$ cat config.mk
export PLATFORM = sky130hd
export DESIGN_NAME = i2c_slave_regfile_flat
export DESIGN_NICKNAME = d
export VERILOG_FILES = /design/src/rtl/i2c_slave_regfile_if.sv /design/src/rtl/i2c_slave_regfile.sv /design/src/flat_wrapper.sv
export SDC_FILE = /design/constraint.sdc
export NUM_CORES = 1
export LEC_CHECK = 0
export BUFFER_PORTS_ARGS = -buffer_cell sky130_fd_sc_hd__buf_2
export CAP_MARGIN = 20
export CORE_UTILIZATION = 43
export DETAILED_ROUTE_END_ITERATION = 6
export GPL_ROUTABILITY_DRIVEN = 1
export PLACE_DENSITY = 0.64
export RECOVER_POWER = 100
export REMOVE_ABC_BUFFERS = 1
export SETUP_SLACK_MARGIN = 0.1
export SLEW_MARGIN = 20
export SYNTH_ARGS = -nofsm -noshare
export SYNTH_HDL_FRONTEND = slang
export SYNTH_SLANG_ARGS = --single-unit
export TNS_END_PERCENT = 1
$ cat constraint.sdc
create_clock -name clk_i -period 2.21 [get_ports clk_i]
set_clock_uncertainty 0.1 [all_clocks]
set_input_delay 0.5525 -clock clk_i [delete_from_list [all_inputs] [get_ports clk_i]]
set_output_delay 0.5525 -clock clk_i [all_outputs]
set_load 0.03 [all_outputs]
$ cat src/rtl/i2c_slave_regfile_if.sv
// Bus-side signals of the I2C register-file target: pin levels, open-drain
// enables and the side-band strobes that scoreboards observe.
interface i2c_slave_regfile_if #(
   parameter int PW = 4,
   parameter int DW = 8
);
   logic          scl_i;
   logic          sda_i;
   logic          scl_oe;
   logic          sda_oe;
   logic          busy;
   logic          start_det;
   logic          stop_det;
   logic          wr_stb;
   logic          rd_stb;
   logic [PW-1:0] acc_addr;
   logic [DW-1:0] acc_data;

   modport slave (
      input  scl_i, sda_i,
      output scl_oe, sda_oe, busy, start_det, stop_det, wr_stb, rd_stb, acc_addr, acc_data
   );

   modport master (
      output scl_i, sda_i,
      input  scl_oe, sda_oe, busy, start_det, stop_det, wr_stb, rd_stb, acc_addr, acc_data
   );
endinterface

$ cat src/rtl/i2c_slave_regfile.sv
// Oversampling I2C target with an auto-incrementing register file.
// Optional SCL clock stretching after ACK slots is enabled by defining I2C_STRETCH_EN.
module i2c_slave_regfile #(
   parameter int                        I2C_ADDR_WIDTH = 7,
   parameter int                        I2C_DATA_WIDTH = 8,
   parameter logic [I2C_ADDR_WIDTH-1:0] SLAVE_ADDR     = 7'h22,
   parameter int                        MEM_DEPTH      = 16,
   parameter int                        SYNC_STAGES    = 2,
   parameter int                        STRETCH_CYCLES = 8
) (
   input  logic               clk_i,
   input  logic               rst_i,
   i2c_slave_regfile_if.slave bus
);
   localparam int PW  = $clog2(MEM_DEPTH);
   localparam int DW  = I2C_DATA_WIDTH;
   localparam int BCW = $clog2(DW + 1);

   generate
      if (I2C_ADDR_WIDTH != 7 || SYNC_STAGES < 2 || STRETCH_CYCLES < 1 ||
          MEM_DEPTH < 2 || MEM_DEPTH > 256 || (1 << PW) != MEM_DEPTH) begin : g_bad_params
         $error("i2c_slave_regfile: unsupported parameter set");
      end
   endgenerate

   typedef enum logic [3:0] {
      IDLE, ADDR, ADDR_ACK, PTR, WDATA, WACK, RDATA, RACK, IGNORE
   } state_t;

   logic [SYNC_STAGES-1:0] scl_sync_reg, scl_sync_next;
   logic [SYNC_STAGES-1:0] sda_sync_reg, sda_sync_next;
   logic                   scl_prev_reg, sda_prev_reg;
   logic                   scl_s, sda_s;

   generate
      for (genvar gi = 0; gi < SYNC_STAGES; gi++) begin : g_sync
         if (gi == 0) begin : g_first
            assign scl_sync_next[gi] = bus.scl_i;
            assign sda_sync_next[gi] = bus.sda_i;
         end else begin : g_rest
            assign scl_sync_next[gi] = scl_sync_reg[gi-1];
            assign sda_sync_next[gi] = sda_sync_reg[gi-1];
         end
      end
   endgenerate

   // Preset to 1 so a reset never looks like a START/STOP on the idle bus.
   always_ff @(posedge clk_i) begin
      if (rst_i) begin
         scl_sync_reg <= '1;
         sda_sync_reg <= '1;
         scl_prev_reg <= 1'b1;
         sda_prev_reg <= 1'b1;
      end else begin
         scl_sync_reg <= scl_sync_next;
         sda_sync_reg <= sda_sync_next;
         scl_prev_reg <= scl_s;
         sda_prev_reg <= sda_s;
      end
   end

   assign scl_s = scl_sync_reg[SYNC_STAGES-1];
   assign sda_s = sda_sync_reg[SYNC_STAGES-1];

   logic scl_rise, scl_fall, start_cond, stop_cond;
   assign scl_rise   = scl_s & ~scl_prev_reg;
   assign scl_fall   = ~scl_s & scl_prev_reg;
   assign start_cond = scl_s & scl_prev_reg & sda_prev_reg & ~sda_s;
   assign stop_cond  = scl_s & scl_prev_reg & ~sda_prev_reg & sda_s;

   state_t         state_reg;
   logic [BCW-1:0] bit_cnt_reg;
   logic [DW-1:0]  rx_reg, tx_reg, rx_next;
   logic           rw_reg, ack_phase_reg;
   logic [PW-1:0]  ptr_reg;
   logic [DW-1:0]  mem [MEM_DEPTH];
   logic           sda_oe_reg, busy_reg, start_det_reg, stop_det_reg;
   logic           wr_stb_reg, rd_stb_reg;
   logic [PW-1:0]  acc_addr_reg;
   logic [DW-1:0]  acc_data_reg;
   logic           load_rd;

   assign rx_next = {rx_reg[DW-2:0], sda_s};
   // The falling edge that closes an ACK slot ahead of a read byte fetches the next byte.
   assign load_rd = scl_fall &&
                    ((state_reg == ADDR_ACK && ack_phase_reg && rw_reg) || state_reg == RACK);

   always_ff @(posedge clk_i) begin
      if (rst_i) begin
         state_reg     <= IDLE;
         bit_cnt_reg   <= '0;
         rx_reg        <= '0;
         tx_reg        <= '0;
         rw_reg        <= 1'b0;
         ack_phase_reg <= 1'b0;
         ptr_reg       <= '0;
         sda_oe_reg    <= 1'b0;
         busy_reg      <= 1'b0;
         start_det_reg <= 1'b0;
         stop_det_reg  <= 1'b0;
         wr_stb_reg    <= 1'b0;
         rd_stb_reg    <= 1'b0;
         acc_addr_reg  <= '0;
         acc_data_reg  <= '0;
         for (int i = 0; i < MEM_DEPTH; i++) mem[i] <= '0;
      end else begin
         start_det_reg <= start_cond;
         stop_det_reg  <= stop_cond;
         wr_stb_reg    <= 1'b0;
         rd_stb_reg    <= 1'b0;
         if (start_cond) begin
            state_reg     <= ADDR;
            bit_cnt_reg   <= '0;
            ack_phase_reg <= 1'b0;
            sda_oe_reg    <= 1'b0;
         end else if (stop_cond) begin
            state_reg     <= IDLE;
            ack_phase_reg <= 1'b0;
            sda_oe_reg    <= 1'b0;
            busy_reg      <= 1'b0;
         end else if (load_rd) begin
            tx_reg        <= {mem[ptr_reg][DW-2:0], 1'b0};
            sda_oe_reg    <= ~mem[ptr_reg][DW-1];
            rd_stb_reg    <= 1'b1;
            acc_addr_reg  <= ptr_reg;
            acc_data_reg  <= mem[ptr_reg];
            ptr_reg       <= ptr_reg + PW'(1);
            bit_cnt_reg   <= '0;
            ack_phase_reg <= 1'b0;
            state_reg     <= RDATA;
         end else begin
            case (state_reg)
               ADDR, PTR, WDATA: begin
                  if (scl_rise) begin
                     rx_reg      <= rx_next;
                     bit_cnt_reg <= bit_cnt_reg + BCW'(1);
                     if (bit_cnt_reg == BCW'(DW - 1)) begin
                        bit_cnt_reg <= '0;
                        if (state_reg == ADDR) begin
                           if (rx_next[DW-1 -: I2C_ADDR_WIDTH] == SLAVE_ADDR) begin
                              busy_reg  <= 1'b1;
                              rw_reg    <= rx_next[0];
                              state_reg <= ADDR_ACK;
                           end else begin
                              busy_reg  <= 1'b0;
                              state_reg <= IGNORE;
                           end
                        end else if (state_reg == PTR) begin
                           ptr_reg   <= rx_next[PW-1:0];
                           state_reg <= WACK;
                        end else begin
                           mem[ptr_reg] <= rx_next;
                           wr_stb_reg   <= 1'b1;
                           acc_addr_reg <= ptr_reg;
                           acc_data_reg <= rx_next;
                           ptr_reg      <= ptr_reg + PW'(1);
                           state_reg    <= WACK;
                        end
                     end
                  end
               end
               ADDR_ACK, WACK: begin
                  // First fall opens the ACK slot, second fall closes it.
                  if (scl_fall) begin
                     if (!ack_phase_reg) begin
                        sda_oe_reg    <= 1'b1;
                        ack_phase_reg <= 1'b1;
                     end else begin
                        sda_oe_reg    <= 1'b0;
                        ack_phase_reg <= 1'b0;
                        state_reg     <= (state_reg == ADDR_ACK) ? PTR : WDATA;
                     end
                  end
               end
               RDATA: begin
                  if (scl_rise) bit_cnt_reg <= bit_cnt_reg + BCW'(1);
                  if (scl_fall) begin
                     if (bit_cnt_reg == BCW'(DW)) begin
                        sda_oe_reg <= 1'b0;
                        state_reg  <= RACK;
                     end else begin
                        sda_oe_reg <= ~tx_reg[DW-1];
                        tx_reg     <= {tx_reg[DW-2:0], 1'b0};
                     end
                  end
               end
               RACK: begin
                  if (scl_rise && sda_s) state_reg <= IGNORE;
               end
               default: begin
                  sda_oe_reg <= 1'b0;
               end
            endcase
         end
      end
   end

`ifdef I2C_STRETCH_EN
   localparam int SCW = $clog2(STRETCH_CYCLES + 1);
   logic           stretch_start;
   logic [SCW-1:0] stretch_cnt_reg;
   logic           scl_oe_reg;

   assign stretch_start = scl_fall &&
                          (((state_reg == ADDR_ACK || state_reg == WACK) && ack_phase_reg) ||
                           state_reg == RACK);

   always_ff @(posedge clk_i) begin
      if (rst_i) begin
         stretch_cnt_reg <= '0;
         scl_oe_reg      <= 1'b0;
      end else if (stretch_start) begin
         stretch_cnt_reg <= SCW'(STRETCH_CYCLES);
         scl_oe_reg      <= 1'b1;
      end else if (stretch_cnt_reg != '0) begin
         stretch_cnt_reg <= stretch_cnt_reg - SCW'(1);
         scl_oe_reg      <= (stretch_cnt_reg > SCW'(1));
      end
   end

   assign bus.scl_oe = scl_oe_reg;
`else
   assign bus.scl_oe = 1'b0;
`endif

   assign bus.sda_oe    = sda_oe_reg;
   assign bus.busy      = busy_reg;
   assign bus.start_det = start_det_reg;
   assign bus.stop_det  = stop_det_reg;
   assign bus.wr_stb    = wr_stb_reg;
   assign bus.rd_stb    = rd_stb_reg;
   assign bus.acc_addr  = acc_addr_reg;
   assign bus.acc_data  = acc_data_reg;
endmodule

$ cat src/flat_wrapper.sv
// flat-port wrapper written by rule: the top's interface ports become plain ports
module i2c_slave_regfile_flat 
#(
   parameter int                        I2C_ADDR_WIDTH = 7,
   parameter int                        I2C_DATA_WIDTH = 8,
   parameter logic [I2C_ADDR_WIDTH-1:0] SLAVE_ADDR     = 7'h22,
   parameter int                        MEM_DEPTH      = 16,
   parameter int                        SYNC_STAGES    = 2,
   parameter int                        STRETCH_CYCLES = 8
)
  (clk_i, rst_i, bus_scl_i, bus_sda_i, bus_scl_oe, bus_sda_oe, bus_busy, bus_start_det, bus_stop_det, bus_wr_stb, bus_rd_stb, bus_acc_addr, bus_acc_data);
  i2c_slave_regfile_if #(.PW(4), .DW(8)) bus_i ();
  input  logic clk_i;
  input  logic rst_i;
  input wire logic [$bits(bus_i.scl_i)-1:0] bus_scl_i;
  input wire logic [$bits(bus_i.sda_i)-1:0] bus_sda_i;
  output wire logic [$bits(bus_i.scl_oe)-1:0] bus_scl_oe;
  output wire logic [$bits(bus_i.sda_oe)-1:0] bus_sda_oe;
  output wire logic [$bits(bus_i.busy)-1:0] bus_busy;
  output wire logic [$bits(bus_i.start_det)-1:0] bus_start_det;
  output wire logic [$bits(bus_i.stop_det)-1:0] bus_stop_det;
  output wire logic [$bits(bus_i.wr_stb)-1:0] bus_wr_stb;
  output wire logic [$bits(bus_i.rd_stb)-1:0] bus_rd_stb;
  output wire logic [$bits(bus_i.acc_addr)-1:0] bus_acc_addr;
  output wire logic [$bits(bus_i.acc_data)-1:0] bus_acc_data;
  assign bus_i.scl_i = bus_scl_i;
  assign bus_i.sda_i = bus_sda_i;
  assign bus_scl_oe = bus_i.scl_oe;
  assign bus_sda_oe = bus_i.sda_oe;
  assign bus_busy = bus_i.busy;
  assign bus_start_det = bus_i.start_det;
  assign bus_stop_det = bus_i.stop_det;
  assign bus_wr_stb = bus_i.wr_stb;
  assign bus_rd_stb = bus_i.rd_stb;
  assign bus_acc_addr = bus_i.acc_addr;
  assign bus_acc_data = bus_i.acc_data;
  i2c_slave_regfile #(.I2C_ADDR_WIDTH(I2C_ADDR_WIDTH), .I2C_DATA_WIDTH(I2C_DATA_WIDTH), .SLAVE_ADDR(SLAVE_ADDR), .MEM_DEPTH(MEM_DEPTH), .SYNC_STAGES(SYNC_STAGES), .STRETCH_CYCLES(STRETCH_CYCLES)) u_core (.clk_i(clk_i), .rst_i(rst_i), .bus(bus_i));
endmodule
==> run_results.csv, run 1 <==
group,metric,value,unit
worst_setup_path,worstPathCellList,"and4bb_2 -> o211ai_4 -> buf_12 -> a2111oi_2 -> a311o_1 -> a21oi_1",
flow_run,drv_cap,0,
placed_design,placed_area,9110,um2
global_routing,use_met2,37.5,%
synth,synth_top_family_by_area,"simple AND/OR/NAND/NOR gates",
outcome,status,"finished, final reports clean",
sta,tightest_slew,1.13,ns
route,vias,5884,
layout,utilization,51.2,%
layout,antenna_cells,0,
global_routing,grt_pass1_wl,33.7,mm
sta,timing.final.ws_setup,0.0771,ns
layout,seqCellArea,4970,um2
synth,synth_compound_area_share,9.12,%
placed_design,numPortBuffers,21,
sta,finalCritPeriodShare,96.5,%
layout,fill_cells,1722,
route,drcViolationCount,0,
cts,clk_latency,0.44,ns
layout,drive_above_1_share,21.5,%
die,die_w,142,um
worst_setup_path,endpoint_kind,"register",
cts,clkTransAtPathRegs,0.07,ns
sta,clock.fmax,0.469,GHz
worst_setup_path,path_class,"register to register",
worst_setup_path,slowest_delay,0.64,ns
cts,cts_tree,"built",
synth,netlist_area,8480,um2
synth,synthMuxAreaShare,11.7,%
cts,numCtsBuffers,17,
worst_setup_path,worstSetupStartpointType,"register",
synth,synth_top_area_share,45.3,%
cts,cts_max_level,4,
layout,syn_to_final_growth,14.9,%
layout,multiInputGateArea,3260,um2
placed_design,routabilityCongestion,0.870,
synth,synth.area.top_cells,"edfxtp_1 45%, dfxtp_1 13%, mux4_2 8.5%",
route,first_pass_iters,5,
die,dieArea,20300,um2
cts,cts_sinks,184,
global_routing,grt_max_degree,55,
global_routing,grt.met1_usage,30.0,%
synth,yosys.area_share.simple,15.9,%
synth,synthArstFlopShare,0,%
worst_setup_path,worstPathRequired,2.48,ns
layout,layout.nets,759,
synth,synth_edf_count,128,
layout,fin_cells,1022,
power_and_ir_drop,p_total,6.94,mW
cts,cts_hold_buffers,0,
sta,hold_viol,0,
route,via_per_inst,5.76,
global_routing,track_usage,23.1,%
cts,clk_path_buf_depth,2,
synth,synth.yosys.seq_area_share,58.6,%
sta,finalSetupViolCount,0,
worst_setup_path,cp_slowest_cell,"dfxtp_1",
route,ant_nets,0,
synth,yosysWarnings,0,
global_routing,busiest_layer,"met2",
synth,netlist-cell-type-count,63,
die,initial_utilization,44.6,%
sta,rsz0062_at_grt,"true",
layout,final_area,9740,um2
route,wire_per_inst,21.5,um
global_routing,met3_usage,5.35,%
global_routing,antenna_found_initial,0,
route,routed_wl,22.0,mm
synth,synth_top_cell_by_area,"edfxtp_1",
synth,ys_seq_elements,184,
sta,max_slew_margin,24.5,%
global_routing,grt_pass1_vias,5727,
synth,synthCells,702,
cts,cts_root_buffer,"clkbuf_16",
power_and_ir_drop,power.ir.vdd_worst,0.465,mV
die,fp.dieH,142,um
min_path,min_path_type,"input pin to register",
die,ios,23,
placed_design,dp_hpwl,15.8,mm
power_and_ir_drop,power.leakage,3.26,nW
layout,largest_reg_flops,128,
worst_setup_path,crit_fanout,23,
synth,syn_area_per_cell,12.1,um2
power_and_ir_drop,powerDensity,713,nW/um2
synth,yosys.area_share.xor_xnor,0.207,%
die,core_region_area,19000,um2
sta,layout_min_cycle_time,2.13,ns
synth,synthAdderAreaFrac,0.885,%
worst_setup_path,arrival,2.41,ns
route,drt_iter0_markers,566,
global_routing,grt.overflow.total,0,
placed_design,post-place-ws,-0.0305,ns
sta,fin_tns_setup,0,ns
sta,timing.hold.ws,0.199,ns
placed_design,dp.cells,985,
die,rows,50,
sta,drv_slew,0,
synth,synth-main-ff-cell,"edfxtp_1",
==> cell usage after synthesis, drive strengths merged (3+ instances only) <==
master,number
a2111oi,8
a211oi,9
a21oi,29
a31o,8
and2,3
buf,34
clkbuf,20
dfxtp,56
edfxtp,128
ha,6
inv,9
mux2,3
mux2i,24
mux4,32
nand2,48
nand2b,10
nand3,12
nand3b,4
nor2,152
nor2b,14
nor3,14
nor3b,3
nor4,4
o211ai,4
o21a,5
o21ai,9
o21bai,13
o22ai,9
or2,9
or3,5
==> worst max-delay path: cells and delay by family, from the launching register on <==
family                 cells  cell delay [ns]
buffers and inverters      1             0.22
DFF                        1             0.64
AOI/OAI and AO/OA          4             0.77
and+or+nand+nor            1             0.35
==> layer usage <==
layer	vias up	wire (um)
met5	-	0
met4	0	641
met3	47	1610
met2	249	10500
met1	2932	9210
li1	2656	-
==> what timing repair did <==
action                                  CTS  global route
endpoints found under the setup margin  132           202
cloned                                    2             0
buffers inserted                          3             0
pin swaps                                 1             2
gates resized for setup                   6             5
==> cell type report <==
class,count,share of cell area [%]
sequential,184,51.0
multi-input combinational,456,33.5
timing repair buffer,81,6.19
clock buffer,18,4.41
tap,260,3.34
clock inverter,14,1.16
inverter,9,0.347
==> power breakdown <==
group	internal, mW	total, mW	switching [mW]
clock network	1.47	2.84	1.38
logic	0.119	0.292	0.173
registers	3.76	3.81	0.0484
==> cells in the final DEF (no fill, tap or decap), types with 7 or more instances in the layout <==
master,n
clkbuf_16,17
a211oi_1,9
dfxtp_1,54
mux4_2,32
inv_6,7
inv_1,9
clkbuf_1,19
buf_4,53
o21bai_1,12
nor2b_1,14
nand2_1,44
a21oi_1,27
o22ai_1,9
nand2b_1,10
edfxtp_1,128
nand3_1,12
a31o_1,8
mux2i_1,24
nor2_1,149
nor3_1,14
==> final timing paths <==
path / from / endpoint / slack, ns / cells after the start
hold / removal: bus_sda_i / u_core.sda_sync_reg[0] / 0.20 / 2
hold reg to reg: u_core.sda_sync_reg[0] / u_core.sda_sync_reg[1] / 0.31 / 1
setup / recovery: u_core.state_reg[0] / u_core.bus.acc_data[4] / 0.08 / 6
setup reg to reg: u_core.state_reg[0] / u_core.bus.acc_data[4] / 0.08 / 6
==> logic make-up (layout without fill, tap and decap cells) <==
| group | Yosys count | after routing |
|---|---|---|
| buf+inv | 63 | 122 |
| xor+xnor | 2 | 2 |
| mux | 59 | 59 |
| flops | 184 | 184 |
| fa+ha+maj | 6 | 6 |
| other cells | 1 | 1 |
| simple gates | 286 | 287 |
| compound gates | 101 | 101 |
Note: power is estimated with default switching activity, not from simulation.
==> run 2: changes to the inputs <==
--- a/config.mk
+++ b/config.mk
@@ -7,7 +7,9 @@
 export LEC_CHECK = 0
 export BUFFER_PORTS_ARGS = -buffer_cell sky130_fd_sc_hd__buf_2
 export CAP_MARGIN = 20
+export CORE_ASPECT_RATIO = 0.75
 export CORE_UTILIZATION = 43
+export CTS_CLUSTER_SIZE = 14
 export DETAILED_ROUTE_END_ITERATION = 6
 export GPL_ROUTABILITY_DRIVEN = 1
 export PLACE_DENSITY = 0.64
==> run_results.csv, run 2 (synthesized netlist as in run 1, its figures left out) <==
group,metric,value,unit
outcome,status,"finished, final reports clean",
sta,finalSetupViolCount,0,
placed_design,numPortBuffers,21,
layout,fin_cells,1013,
cts,clk_latency,0.44,ns
flow_run,drv_cap,0,
cts,cts_root_buffer,"clkbuf_16",
global_routing,antenna_found_initial,2,
worst_setup_path,cp_slowest_cell,"mux4_2",
sta,timing.final.ws_setup,0.0684,ns
sta,drv_slew,0,
power_and_ir_drop,p_comb_share,4.1,%
global_routing,grt_max_degree,55,
global_routing,grt_pass1_wl,34.3,mm
cts,cts_sinks,184,
cts,clkTransAtPathRegs,0.06,ns
global_routing,grt_pass1_vias,5723,
sta,tightest_slew,1.19,ns
placed_design,dp.cells,977,
global_routing,track_usage,23.7,%
placed_design,dp_hpwl,16.3,mm
power_and_ir_drop,netSwitchingPower,1.55,mW
power_and_ir_drop,pwr-share-seq,52.3,%
placed_design,placed_area,9090,um2
worst_setup_path,critical_path_depth,6,
cts,numCtsBuffers,17,
worst_setup_path,worstPathRequired,2.44,ns
route,ant_nets,0,
sta,timing.hold.ws,0.219,ns
min_path,whs_path_depth,2,
layout,largest_reg_flops,128,
die,die_w,164,um
cts,cts_tree,"built",
worst_setup_path,path_class,"register to register",
die,fp.dieH,124,um
sta,clock.fmax,0.467,GHz
die,core_region_area,19300,um2
worst_setup_path,ff2ff_path_depth,6,
route,drcViolationCount,0,
placed_design,routabilityCongestion,0.919,
sta,layout_min_cycle_time,2.14,ns
sta,max_slew_margin,20.9,%
sta,finalCritPeriodShare,96.9,%
worst_setup_path,slowest_delay,0.57,ns
route,vias,5945,
die,initial_utilization,43.9,%
worst_setup_path,crit_family,"multiplexers",
route,routed_wl,22.6,mm
layout,fill_cells,1655,
die,ios,23,
power_and_ir_drop,p_total,7.28,mW
route,first_pass_iters,5,
power_and_ir_drop,power.ir.vdd_worst,0.464,mV
sta,fin_tns_setup,0,ns
layout,final_common_cell,"nor2_1",
power_and_ir_drop,power.leakage,3.25,nW
global_routing,grt.overflow.total,0,
cts,cts_hold_buffers,0,
sta,rsz0062_at_grt,"true",
worst_setup_path,endpoint_kind,"register",
route,wire_per_inst,22.4,um
layout,utilization,50.4,%
cts,clk_path_buf_depth,2,
layout,drive_above_1_share,20.3,%
sta,hold_viol,0,
power_and_ir_drop,p_int,5.73,mW
worst_setup_path,arrival,2.38,ns
worst_setup_path,crit_buf_inv,1,
power_and_ir_drop,pwr-share-clk,43.6,%
layout,final_cell_mix,"149 x nor2_1, 128 x edfxtp_1, 55 x dfxtp_1",
placed_design,post-place-ws,0.0506,ns
layout,seqCellArea,4970,um2
worst_setup_path,worstPathCellList,"buf_12 -> mux4_2 -> mux2_2 -> a21oi_1 -> o21ai_1 -> a221oi_2",
power_and_ir_drop,powerDensity,746,nW/um2
layout,syn_to_final_growth,15.0,%
layout,multiInputGateArea,3290,um2
layout,final_area,9750,um2
route,drt_iter0_markers,902,
die,dieArea,20300,um2
cts,cts_max_level,4,
worst_setup_path,worstSetupStartpointType,"register",
min_path,min_path_type,"input pin to register",
worst_setup_path,crit_fanout,13,
power_and_ir_drop,p_sw_share,21.3,%
die,rows,44,
route,via_per_inst,5.87,
layout,layout.nets,756,
[run 2: layout make-up]
| class | count | area share, % |
|---|---|---|
| diodes | 1 | 0.0257 |
| clock inverters | 9 | 1.44 |
| multi-input cells | 455 | 33.8 |
| inverters | 9 | 0.347 |
| flip-flops and latches | 184 | 50.9 |
| well taps | 253 | 3.25 |
| repair buffers | 79 | 5.40 |
| clock buffers | 23 | 4.80 |
[run 2: power groups by stage]
stage          clock, mW  combinational [mW]  sequential, mW
2_1_floorplan          0               0.164            3.87
6_report            3.17               0.298            3.81
5_1_grt             3.34               0.318            3.81
3_3_place_gp           0               0.283            3.88
3_5_place_dp           0               0.288            3.88
4_1_cts             3.21               0.292            3.80
[run 2: metal layers]
layer / share of wire (%) / vias to the layer above / track usage (%) / wire (um)
met5: 0.057 / - / 0 / 13
met4: 2.0 / 2 / 7.41 / 457
met3: 10 / 38 / 7.36 / 2280
met2: 44 / 309 / 33.9 / 10000
met1: 44 / 2945 / 34.3 / 9890
li1: - / 2651 / - / -
[run 2: path summary, 6_finish.rpt]
kind,slack [ns],startpoint,to
max,0.07,register,u_core.bus.sda_oe
min,0.22,bus_scl_i,u_core.scl_sync_reg[0]
max reg2reg,0.07,register,u_core.bus.sda_oe
min reg2reg,0.33,u_core.scl_sync_reg[0],u_core.scl_sync_reg[1]
[run 2: what timing repair did]
| action | in CTS | in global routing |
|---|---|---|
| setup endpoints to repair | 109 | 151 |
| setup buffers | 3 | 0 |
| endpoints found under the hold margin | 0 | 0 |
| resized for setup | 4 | 14 |
| pin swaps | 2 | 0 |
